$ cat config.mk
export PLATFORM = sky130hd
export DESIGN_NAME = vicuna_cluster_ctrl
export DESIGN_NICKNAME = d
export VERILOG_FILES = /design/src/rtl/tlul_pkg.sv /design/src/rtl/vicuna_cluster_ctrl_pkg.sv /design/src/rtl/vicuna_core_seq.sv /design/src/rtl/vicuna_cluster_ctrl.sv
export SDC_FILE = /design/constraint.sdc
export NUM_CORES = 1
export LEC_CHECK = 0
export ABC_AREA = 1
export CAP_MARGIN = 40
export CORE_UTILIZATION = 55
export DETAILED_ROUTE_END_ITERATION = 7
export GPL_TIMING_DRIVEN = 0
export HOLD_SLACK_MARGIN = 0.05
export MAX_ROUTING_LAYER = met4
export PLACE_DENSITY = 0.93
export SYNTH_ARGS = -nofsm -noshare
export SYNTH_HDL_FRONTEND = slang
export SYNTH_SLANG_ARGS = --single-unit
$ cat constraint.sdc
create_clock -name clk_i -period 3.4 [get_ports clk_i]
set_input_delay 0.68 -clock clk_i [delete_from_list [all_inputs] [get_ports clk_i]]
set_output_delay 0.68 -clock clk_i [all_outputs]
set_load 0.02 [all_outputs]
$ cat src/rtl/tlul_pkg.sv
// Minimal TileLink-UL (TL-UL) channel definitions for a 32-bit register port.
package tlul_pkg;

    localparam logic [2:0] PutFullData    = 3'h0;
    localparam logic [2:0] PutPartialData = 3'h1;
    localparam logic [2:0] Get            = 3'h4;

    localparam logic [2:0] AccessAck      = 3'h0;
    localparam logic [2:0] AccessAckData  = 3'h1;

    typedef struct packed {
        logic        a_valid;
        logic [2:0]  a_opcode;
        logic [2:0]  a_param;
        logic [1:0]  a_size;
        logic [7:0]  a_source;
        logic [31:0] a_address;
        logic [3:0]  a_mask;
        logic [31:0] a_data;
        logic        d_ready;
    } tl_h2d_t;

    typedef struct packed {
        logic        d_valid;
        logic [2:0]  d_opcode;
        logic [2:0]  d_param;
        logic [1:0]  d_size;
        logic [7:0]  d_source;
        logic        d_sink;
        logic [31:0] d_data;
        logic        d_error;
        logic        a_ready;
    } tl_d2h_t;

endpackage

$ cat src/rtl/vicuna_cluster_ctrl_pkg.sv
// Shared types and register map of the Vicuna cluster controller.
package vicuna_cluster_ctrl_pkg;

    // Per-core sequencer state; the encoding is what STATUS reports.
    typedef enum logic [1:0] {
        CORE_IDLE  = 2'd0,
        CORE_RESET = 2'd1,
        CORE_RUN   = 2'd2,
        CORE_DONE  = 2'd3
    } core_state_e;

    // Byte offsets within the register window.
    localparam logic [7:0] REG_CTRL           = 8'h00;
    localparam logic [7:0] REG_STATUS         = 8'h04;
    localparam logic [7:0] REG_INTR_STATE     = 8'h08;
    localparam logic [7:0] REG_INTR_ENABLE    = 8'h0C;
    localparam logic [7:0] REG_BOOT_ADDR_BASE = 8'h10;
    localparam logic [7:0] REG_CYCLES_BASE    = 8'h30;

    // CTRL bit i starts core i, bit CTRL_HALT_OFFSET+i halts it.
    localparam int unsigned CTRL_HALT_OFFSET = 8;
    localparam int unsigned MAX_CORES        = 8;

endpackage

$ cat src/rtl/vicuna_core_seq.sv
// Sequencer for one Vicuna core: reset hold, run enable and run-cycle counter.
module vicuna_core_seq
    import vicuna_cluster_ctrl_pkg::*;
#(
    parameter int unsigned ResetCycles = 4
) (
    input  logic        clk_i,
    input  logic        rst_ni,
    input  logic        start_i,
    input  logic        halt_i,
    input  logic        done_i,
    output core_state_e state_o,
    output logic        core_rst_no,
    output logic        fetch_en_o,
    output logic [31:0] cycles_o,
    output logic        done_evt_o
);

    localparam int unsigned CntW = (ResetCycles > 1) ? $clog2(ResetCycles) : 1;
    localparam logic [CntW-1:0] CntLoad = CntW'(ResetCycles - 1);

    core_state_e     state_q, state_d;
    logic [CntW-1:0] cnt_q, cnt_d;
    logic [31:0]     cycles_q, cycles_d;
    logic            rst_n_q, fetch_q;

    // Next-state logic; halt always takes priority over start and done.
    always_comb begin
        state_d    = state_q;
        cnt_d      = cnt_q;
        cycles_d   = cycles_q;
        done_evt_o = 1'b0;
        case (state_q)
            CORE_IDLE, CORE_DONE: begin
                if (start_i && !halt_i) begin
                    state_d  = CORE_RESET;
                    cnt_d    = CntLoad;
                    cycles_d = '0;
                end
            end
            CORE_RESET: begin
                if (halt_i) begin
                    state_d = CORE_IDLE;
                end else if (cnt_q == '0) begin
                    state_d = CORE_RUN;
                end else begin
                    cnt_d = cnt_q - 1'b1;
                end
            end
            CORE_RUN: begin
                if (cycles_q != 32'hFFFF_FFFF) begin
                    cycles_d = cycles_q + 32'd1;
                end
                if (halt_i) begin
                    state_d = CORE_IDLE;
                end else if (done_i) begin
                    state_d    = CORE_DONE;
                    done_evt_o = 1'b1;
                end
            end
            default: state_d = CORE_IDLE;
        endcase
    end

    // State, counters and registered core controls (glitch-free reset line).
    always_ff @(posedge clk_i or negedge rst_ni) begin
        if (!rst_ni) begin
            state_q  <= CORE_IDLE;
            cnt_q    <= '0;
            cycles_q <= '0;
            rst_n_q  <= 1'b0;
            fetch_q  <= 1'b0;
        end else begin
            state_q  <= state_d;
            cnt_q    <= cnt_d;
            cycles_q <= cycles_d;
            rst_n_q  <= (state_d == CORE_RUN);
            fetch_q  <= (state_d == CORE_RUN);
        end
    end

    assign state_o     = state_q;
    assign core_rst_no = rst_n_q;
    assign fetch_en_o  = fetch_q;
    assign cycles_o    = cycles_q;

endmodule

$ cat src/rtl/vicuna_cluster_ctrl.sv
// TL-UL register block that sequences the Vicuna worker cores of one cluster.
// Handshake: a request is accepted when a_valid && a_ready, with a_ready = !d_valid;
// the response is presented the next cycle and held until d_valid && d_ready.
module vicuna_cluster_ctrl
    import vicuna_cluster_ctrl_pkg::*;
#(
    parameter int unsigned NumCores        = 2,
    parameter int unsigned ResetCycles     = 4,
    parameter logic [31:0] BootAddrDefault = 32'h0000_0000
) (
    input  logic                         clk_i,
    input  logic                         rst_ni,
    input  tlul_pkg::tl_h2d_t            tl_i,
    output tlul_pkg::tl_d2h_t            tl_o,
    output logic [NumCores-1:0]          core_rst_no,
    output logic [NumCores-1:0]          core_fetch_en_o,
    output logic [NumCores-1:0][31:0]    core_boot_addr_o,
    input  logic [NumCores-1:0]          core_done_i,
    output logic                         intr_done_o
);

    core_state_e                core_state [NumCores];
    logic [31:0]                cycles     [NumCores];
    logic [NumCores-1:0]        done_evt, busy, boot_sel, start_vec, halt_vec, intr_clr;
    logic [NumCores-1:0]        intr_state_q, intr_state_d, intr_en_q;
    logic [NumCores-1:0][31:0]  boot_q;
    logic                       intr_q;

    logic        d_valid_q, d_error_q;
    logic [2:0]  d_opcode_q;
    logic [1:0]  d_size_q;
    logic [7:0]  d_source_q;
    logic [31:0] d_data_q;

    logic        a_ready, a_hs, is_get, is_put, hit, err, we;
    logic [7:0]  addr;
    logic [31:0] rdata, status_w;

    // Only the low byte is decoded; the crossbar selects this device.
    logic unused_tl;
    assign unused_tl = ^{tl_i.a_param, tl_i.a_address[31:8]};

    assign a_ready = !d_valid_q;
    assign a_hs    = tl_i.a_valid && a_ready;
    assign addr    = tl_i.a_address[7:0];
    assign is_get  = (tl_i.a_opcode == tlul_pkg::Get);
    assign is_put  = (tl_i.a_opcode == tlul_pkg::PutFullData) ||
                     (tl_i.a_opcode == tlul_pkg::PutPartialData);

    // Address decode, read mux and error classification.
    always_comb begin
        hit      = 1'b0;
        rdata    = '0;
        boot_sel = '0;
        busy     = '0;
        status_w = '0;
        for (int i = 0; i < NumCores; i++) begin
            status_w[2*i +: 2] = core_state[i];
            busy[i] = (core_state[i] == CORE_RESET) || (core_state[i] == CORE_RUN);
            if (addr == REG_BOOT_ADDR_BASE + 8'(4*i)) begin
                hit         = 1'b1;
                boot_sel[i] = 1'b1;
                rdata       = boot_q[i];
            end
            if (addr == REG_CYCLES_BASE + 8'(4*i)) begin
                hit   = 1'b1;
                rdata = cycles[i];
            end
        end
        case (addr)
            REG_CTRL:        hit = 1'b1;
            REG_STATUS:      begin hit = 1'b1; rdata = status_w; end
            REG_INTR_STATE:  begin hit = 1'b1; rdata[NumCores-1:0] = intr_state_q; end
            REG_INTR_ENABLE: begin hit = 1'b1; rdata[NumCores-1:0] = intr_en_q; end
            default: ;
        endcase
        err = !hit || (tl_i.a_size != 2'd2) || (tl_i.a_mask != 4'hF) ||
              !(is_get || is_put) || (is_put && |(boot_sel & busy));
    end

    assign we        = a_hs && is_put && !err;
    assign start_vec = (we && addr == REG_CTRL) ? tl_i.a_data[NumCores-1:0] : '0;
    assign halt_vec  = (we && addr == REG_CTRL) ? tl_i.a_data[CTRL_HALT_OFFSET +: NumCores] : '0;
    assign intr_clr  = (we && addr == REG_INTR_STATE) ? tl_i.a_data[NumCores-1:0] : '0;
    // A new completion event wins over a simultaneous software clear.
    assign intr_state_d = (intr_state_q & ~intr_clr) | done_evt;

    for (genvar g = 0; g < NumCores; g++) begin : g_core
        vicuna_core_seq #(
            .ResetCycles (ResetCycles)
        ) u_seq (
            .clk_i       (clk_i),
            .rst_ni      (rst_ni),
            .start_i     (start_vec[g]),
            .halt_i      (halt_vec[g]),
            .done_i      (core_done_i[g]),
            .state_o     (core_state[g]),
            .core_rst_no (core_rst_no[g]),
            .fetch_en_o  (core_fetch_en_o[g]),
            .cycles_o    (cycles[g]),
            .done_evt_o  (done_evt[g])
        );
    end

    // Response channel: capture on accept, hold until the host takes it.
    always_ff @(posedge clk_i or negedge rst_ni) begin
        if (!rst_ni) begin
            d_valid_q  <= 1'b0;
            d_error_q  <= 1'b0;
            d_opcode_q <= tlul_pkg::AccessAck;
            d_size_q   <= '0;
            d_source_q <= '0;
            d_data_q   <= '0;
        end else if (a_hs) begin
            d_valid_q  <= 1'b1;
            d_error_q  <= err;
            d_opcode_q <= is_get ? tlul_pkg::AccessAckData : tlul_pkg::AccessAck;
            d_size_q   <= tl_i.a_size;
            d_source_q <= tl_i.a_source;
            d_data_q   <= (is_get && !err) ? rdata : '0;
        end else if (d_valid_q && tl_i.d_ready) begin
            d_valid_q  <= 1'b0;
        end
    end

    // Software-visible registers and the registered interrupt line.
    always_ff @(posedge clk_i or negedge rst_ni) begin
        if (!rst_ni) begin
            intr_state_q <= '0;
            intr_en_q    <= '0;
            boot_q       <= {NumCores{BootAddrDefault}};
            intr_q       <= 1'b0;
        end else begin
            intr_state_q <= intr_state_d;
            intr_q       <= |(intr_state_q & intr_en_q);
            if (we && addr == REG_INTR_ENABLE) begin
                intr_en_q <= tl_i.a_data[NumCores-1:0];
            end
            for (int i = 0; i < NumCores; i++) begin
                if (we && boot_sel[i]) begin
                    boot_q[i] <= tl_i.a_data;
                end
            end
        end
    end

    // Drive the response struct from the response registers.
    always_comb begin
        tl_o          = '0;
        tl_o.d_valid  = d_valid_q;
        tl_o.d_opcode = d_opcode_q;
        tl_o.d_size   = d_size_q;
        tl_o.d_source = d_source_q;
        tl_o.d_data   = d_data_q;
        tl_o.d_error  = d_error_q;
        tl_o.a_ready  = a_ready;
    end

    assign core_boot_addr_o = boot_q;
    assign intr_done_o      = intr_q;

endmodule
==> run metrics <==
worst vdd rail ir drop 0.386 mV; number of pins exceeding their max-slew limit in the final report 0; Synth-to-Final Area Change 25.3%; core area 19,000 um^2; power density of the placed cells 480 nW/um^2; I/O Pins roughly 210; number of sinks driven by the clock tree 188; number of buffers inserted by hold repair at cts 0; vias in the first global route 10,498; final-report setup violation count 0; routed via count divided by cell count around 5.8; Chip Width 142 um; number of nets with antenna violations after detailed routing 0; number of vias in the routed layout 11,061; number of cells upsized or downsized after cts 0; CTS clock-pin slew for the worst setup and hold paths 0.07 ns; most instantiated flip-flop cell in the synthesis netlist sky130_fd_sc_hd__dfrtp_1; GRT Residual Overflow 0; class of the tightest hold or removal check input port to async pin; detailed-placement wirelength estimate about 27 mm; ys async rst share 100%; count of flip-flops with a built-in enable after synthesis 0; most prevalent standard cell on the critical path sky130_fd_sc_hd__nand2_1; area of the mapped netlist ~11,000 um^2; first-iteration detailed-routing DRC count 1,252; Pwr Total between 6 and 7 mW; Worst path slowest cell sky130_fd_sc_hd__clkdlybuf4s50_1; post-layout minimum cycle time a little over 3 ns; GRT Overall Usage 38.0%; maximum fanout count along the critical path 10; global placer's final weighted congestion 1.08; clock buffer depth 2; routing layer with the top usage in global route met2; height of the chip between 100 and 150 um; fraction of layout cells with a size suffix above 1 around 8.5%; Top delay family on crit path simple AND/OR/NAND/NOR gates; Startpoint Class input port; final worst-path cycle share slightly above 90%; effective utilization at floorplan 56.8%; Inserted Clock Buffers 17; CP Capture Type flop; FF+latch count, synth 188; # Post-CTS Setup Buffers 0; H-tree depth 4; Final Hold Fails 0; Worst Tran Pin Value 0.745 ns; count of different cell masters after synthesis 44; Die Outline Area ~20,000 um^2; clock skew after layout about 0.013 ns; commonest non-fill, non-tap cell in the layout sky130_fd_sc_hd__nand2_1; data arrival time of the critical path approximately 3.4 ns; maximum achievable frequency 0.322 GHz; unrepaired setup endpoints after global routing false; critical path type input port to flop; antenna violations before repair 1; run status finished, final reports clean; post-route DRC violation count 0; gate count of the mapped netlist around 1,400; met1 Track Usage GR 47.9%; pin count of the biggest net entering global routing 97; met2 demand-to-capacity share in global routing 60.6%; Pre-Repair DR Iteration Count 8; sequential share of the synthesized area a little over two fifths; slack of the critical path 0.290 ns; number of rows in the core area 50; clock tree from TritonCTS built; worst slack, placed -0.0632 ns; WP data required between 3 and 4 ns; DRT Wirelength 36.1 mm; commonest cells after routing, fill and taps aside sky130_fd_sc_hd__nand2_1, sky130_fd_sc_hd__dfrtp_1, sky130_fd_sc_hd__clkdlybuf4s50_1; GR Layer Usage met3 7.46%; CP max stage delay 0.54 ns; Mapped Avg Cell Area between 7 and 8 um^2; count of warnings emitted by yosys 0; crit-path cells clkdlybuf4s50_1, inv_2, nor2_1, nand2_1, nor2_2, nor2_1, nand3_1, nand3_2, nor2_4, nand2_1, clkbuf_1, nand2_1, o21ai_0; Static Leakage ~6.1 nW; combined buffer and inverter count along the critical path 3; later-pin clock latency in the skew report 0.45 ns; worst rel slew slack 50.3%; count of buffers from port buffering 177; global-route wire length before repair 56.5 mm; Total Nets Final 1,745; clock root buffer sky130_fd_sc_hd__clkbuf_16; detailed-route wire length per cell between 15 and 20 um; max-cap violations 0
[where the power goes]
| part | internal (mW) | leakage [nW] | switching [mW] |
|---|---|---|---|
| registers | 2.34 | 2.58 | 0.0824 |
| clock network | 1.10 | 0.273 | 0.896 |
| logic | 0.663 | 3.20 | 1.39 |
| total | 4.10 | 6.05 | 2.37 |
[final timing paths]
path	start	endpoint	slack, ns	cells past startpoint
max	tl_i[41]	core_boot_addr_o[21]	0.29	13
max reg2reg	g_core[0].u_seq.cycles_o[0]	g_core[0].u_seq.cycles_o[30]	0.41	13
min reg2reg	d_source_q[5]	d_source_q[5]	0.48	2
max in group asynchronous	rst_ni	g_core[0].u_seq.cycles_o[17]	2.26	2
min	rst_ni	g_core[1].u_seq.state_o[1]	0.23	1
min in group clk_i	d_source_q[5]	d_source_q[5]	0.48	2
[kinds of logic after synthesis]
group                      Yosys count  synth area share, %
DFF                                188                 43.7
xor gates and xnor gates            23                 1.87
adders and majority gates            8                0.930
buffers and inverters              215                 8.74
and+or+nand+nor                    777                 31.9
other                                1               0.0348
AOI/OAI and AO/OA                  233                 12.8
[sequential cells by signal, summed over array words and instances (netlist names), 4 cells and up]
register	flops
g_core.u_seq.state_o	4
g_core.u_seq.cycles_o	64
d_data_q	32
g_core.u_seq.cnt_q	4
d_source_q	8
core_boot_addr_o	64
[per-stage QoR]
step	instances	instance area, um^2	util [%]	TNS (ns)	hold WS [ns]
global route	1921	13500	71.2	0	0.321
global placement	1887	12900	68.0	-1126.93	0.457
detailed placement	1888	12900	68.1	-0.410	0.466
floorplan	1450	10800	-	0	0.384
CTS	1920	13500	71.1	0	0.282
finish	1921	13500	71.2	0	0.225
[routing by layer]
layer / part of all wire [%] / vias up / wire length [um]
li1: - / 5094 / -
met1: 39 / 5224 / 14200
met2: 49 / 633 / 17500
met3: 8.5 / 110 / 3080
met4: 3.5 / 0 / 1280
met5: 0 / - / 0
[Yosys cell counts (6+ instances only)]
cell type / n / share of area (%)
sky130_fd_sc_hd__nand3_1: 118 / 5.5
sky130_fd_sc_hd__clkbuf_1: 42 / 1.5
sky130_fd_sc_hd__o211ai_1: 30 / 2.1
sky130_fd_sc_hd__or2_2: 8 / 0.46
sky130_fd_sc_hd__ha_1: 8 / 0.93
sky130_fd_sc_hd__dfrtp_1: 188 / 44
sky130_fd_sc_hd__a21oi_1: 64 / 3.0
sky130_fd_sc_hd__o21ai_2: 23 / 1.9
sky130_fd_sc_hd__nand4_1: 20 / 1.2
sky130_fd_sc_hd__o21ai_1: 28 / 1.3
sky130_fd_sc_hd__inv_1: 137 / 4.8
sky130_fd_sc_hd__nor2_1: 99 / 3.5
sky130_fd_sc_hd__nand2_2: 20 / 1.2
sky130_fd_sc_hd__nand2_1: 448 / 16
sky130_fd_sc_hd__nor3_1: 26 / 1.2
sky130_fd_sc_hd__buf_6: 6 / 0.63
sky130_fd_sc_hd__o21ai_0: 71 / 3.3
sky130_fd_sc_hd__o2111ai_1: 9 / 0.73
sky130_fd_sc_hd__xor2_1: 21 / 1.7
sky130_fd_sc_hd__buf_4: 16 / 1.1
sky130_fd_sc_hd__nor2_2: 8 / 0.46
[area by class of cell]
class,instances,area [um^2]
Fill cell,1526,5470
Multi-Input combinational cell,1047,5140
Sequential cell,188,4700
Timing Repair Buffer,178,1800
Inverter,141,529
Clock buffer,21,450
Buffer,74,412
Tap cell,260,325
Clock inverter,11,120
Antenna cell,1,2.50
Note: power is estimated with default switching activity, not from simulation.
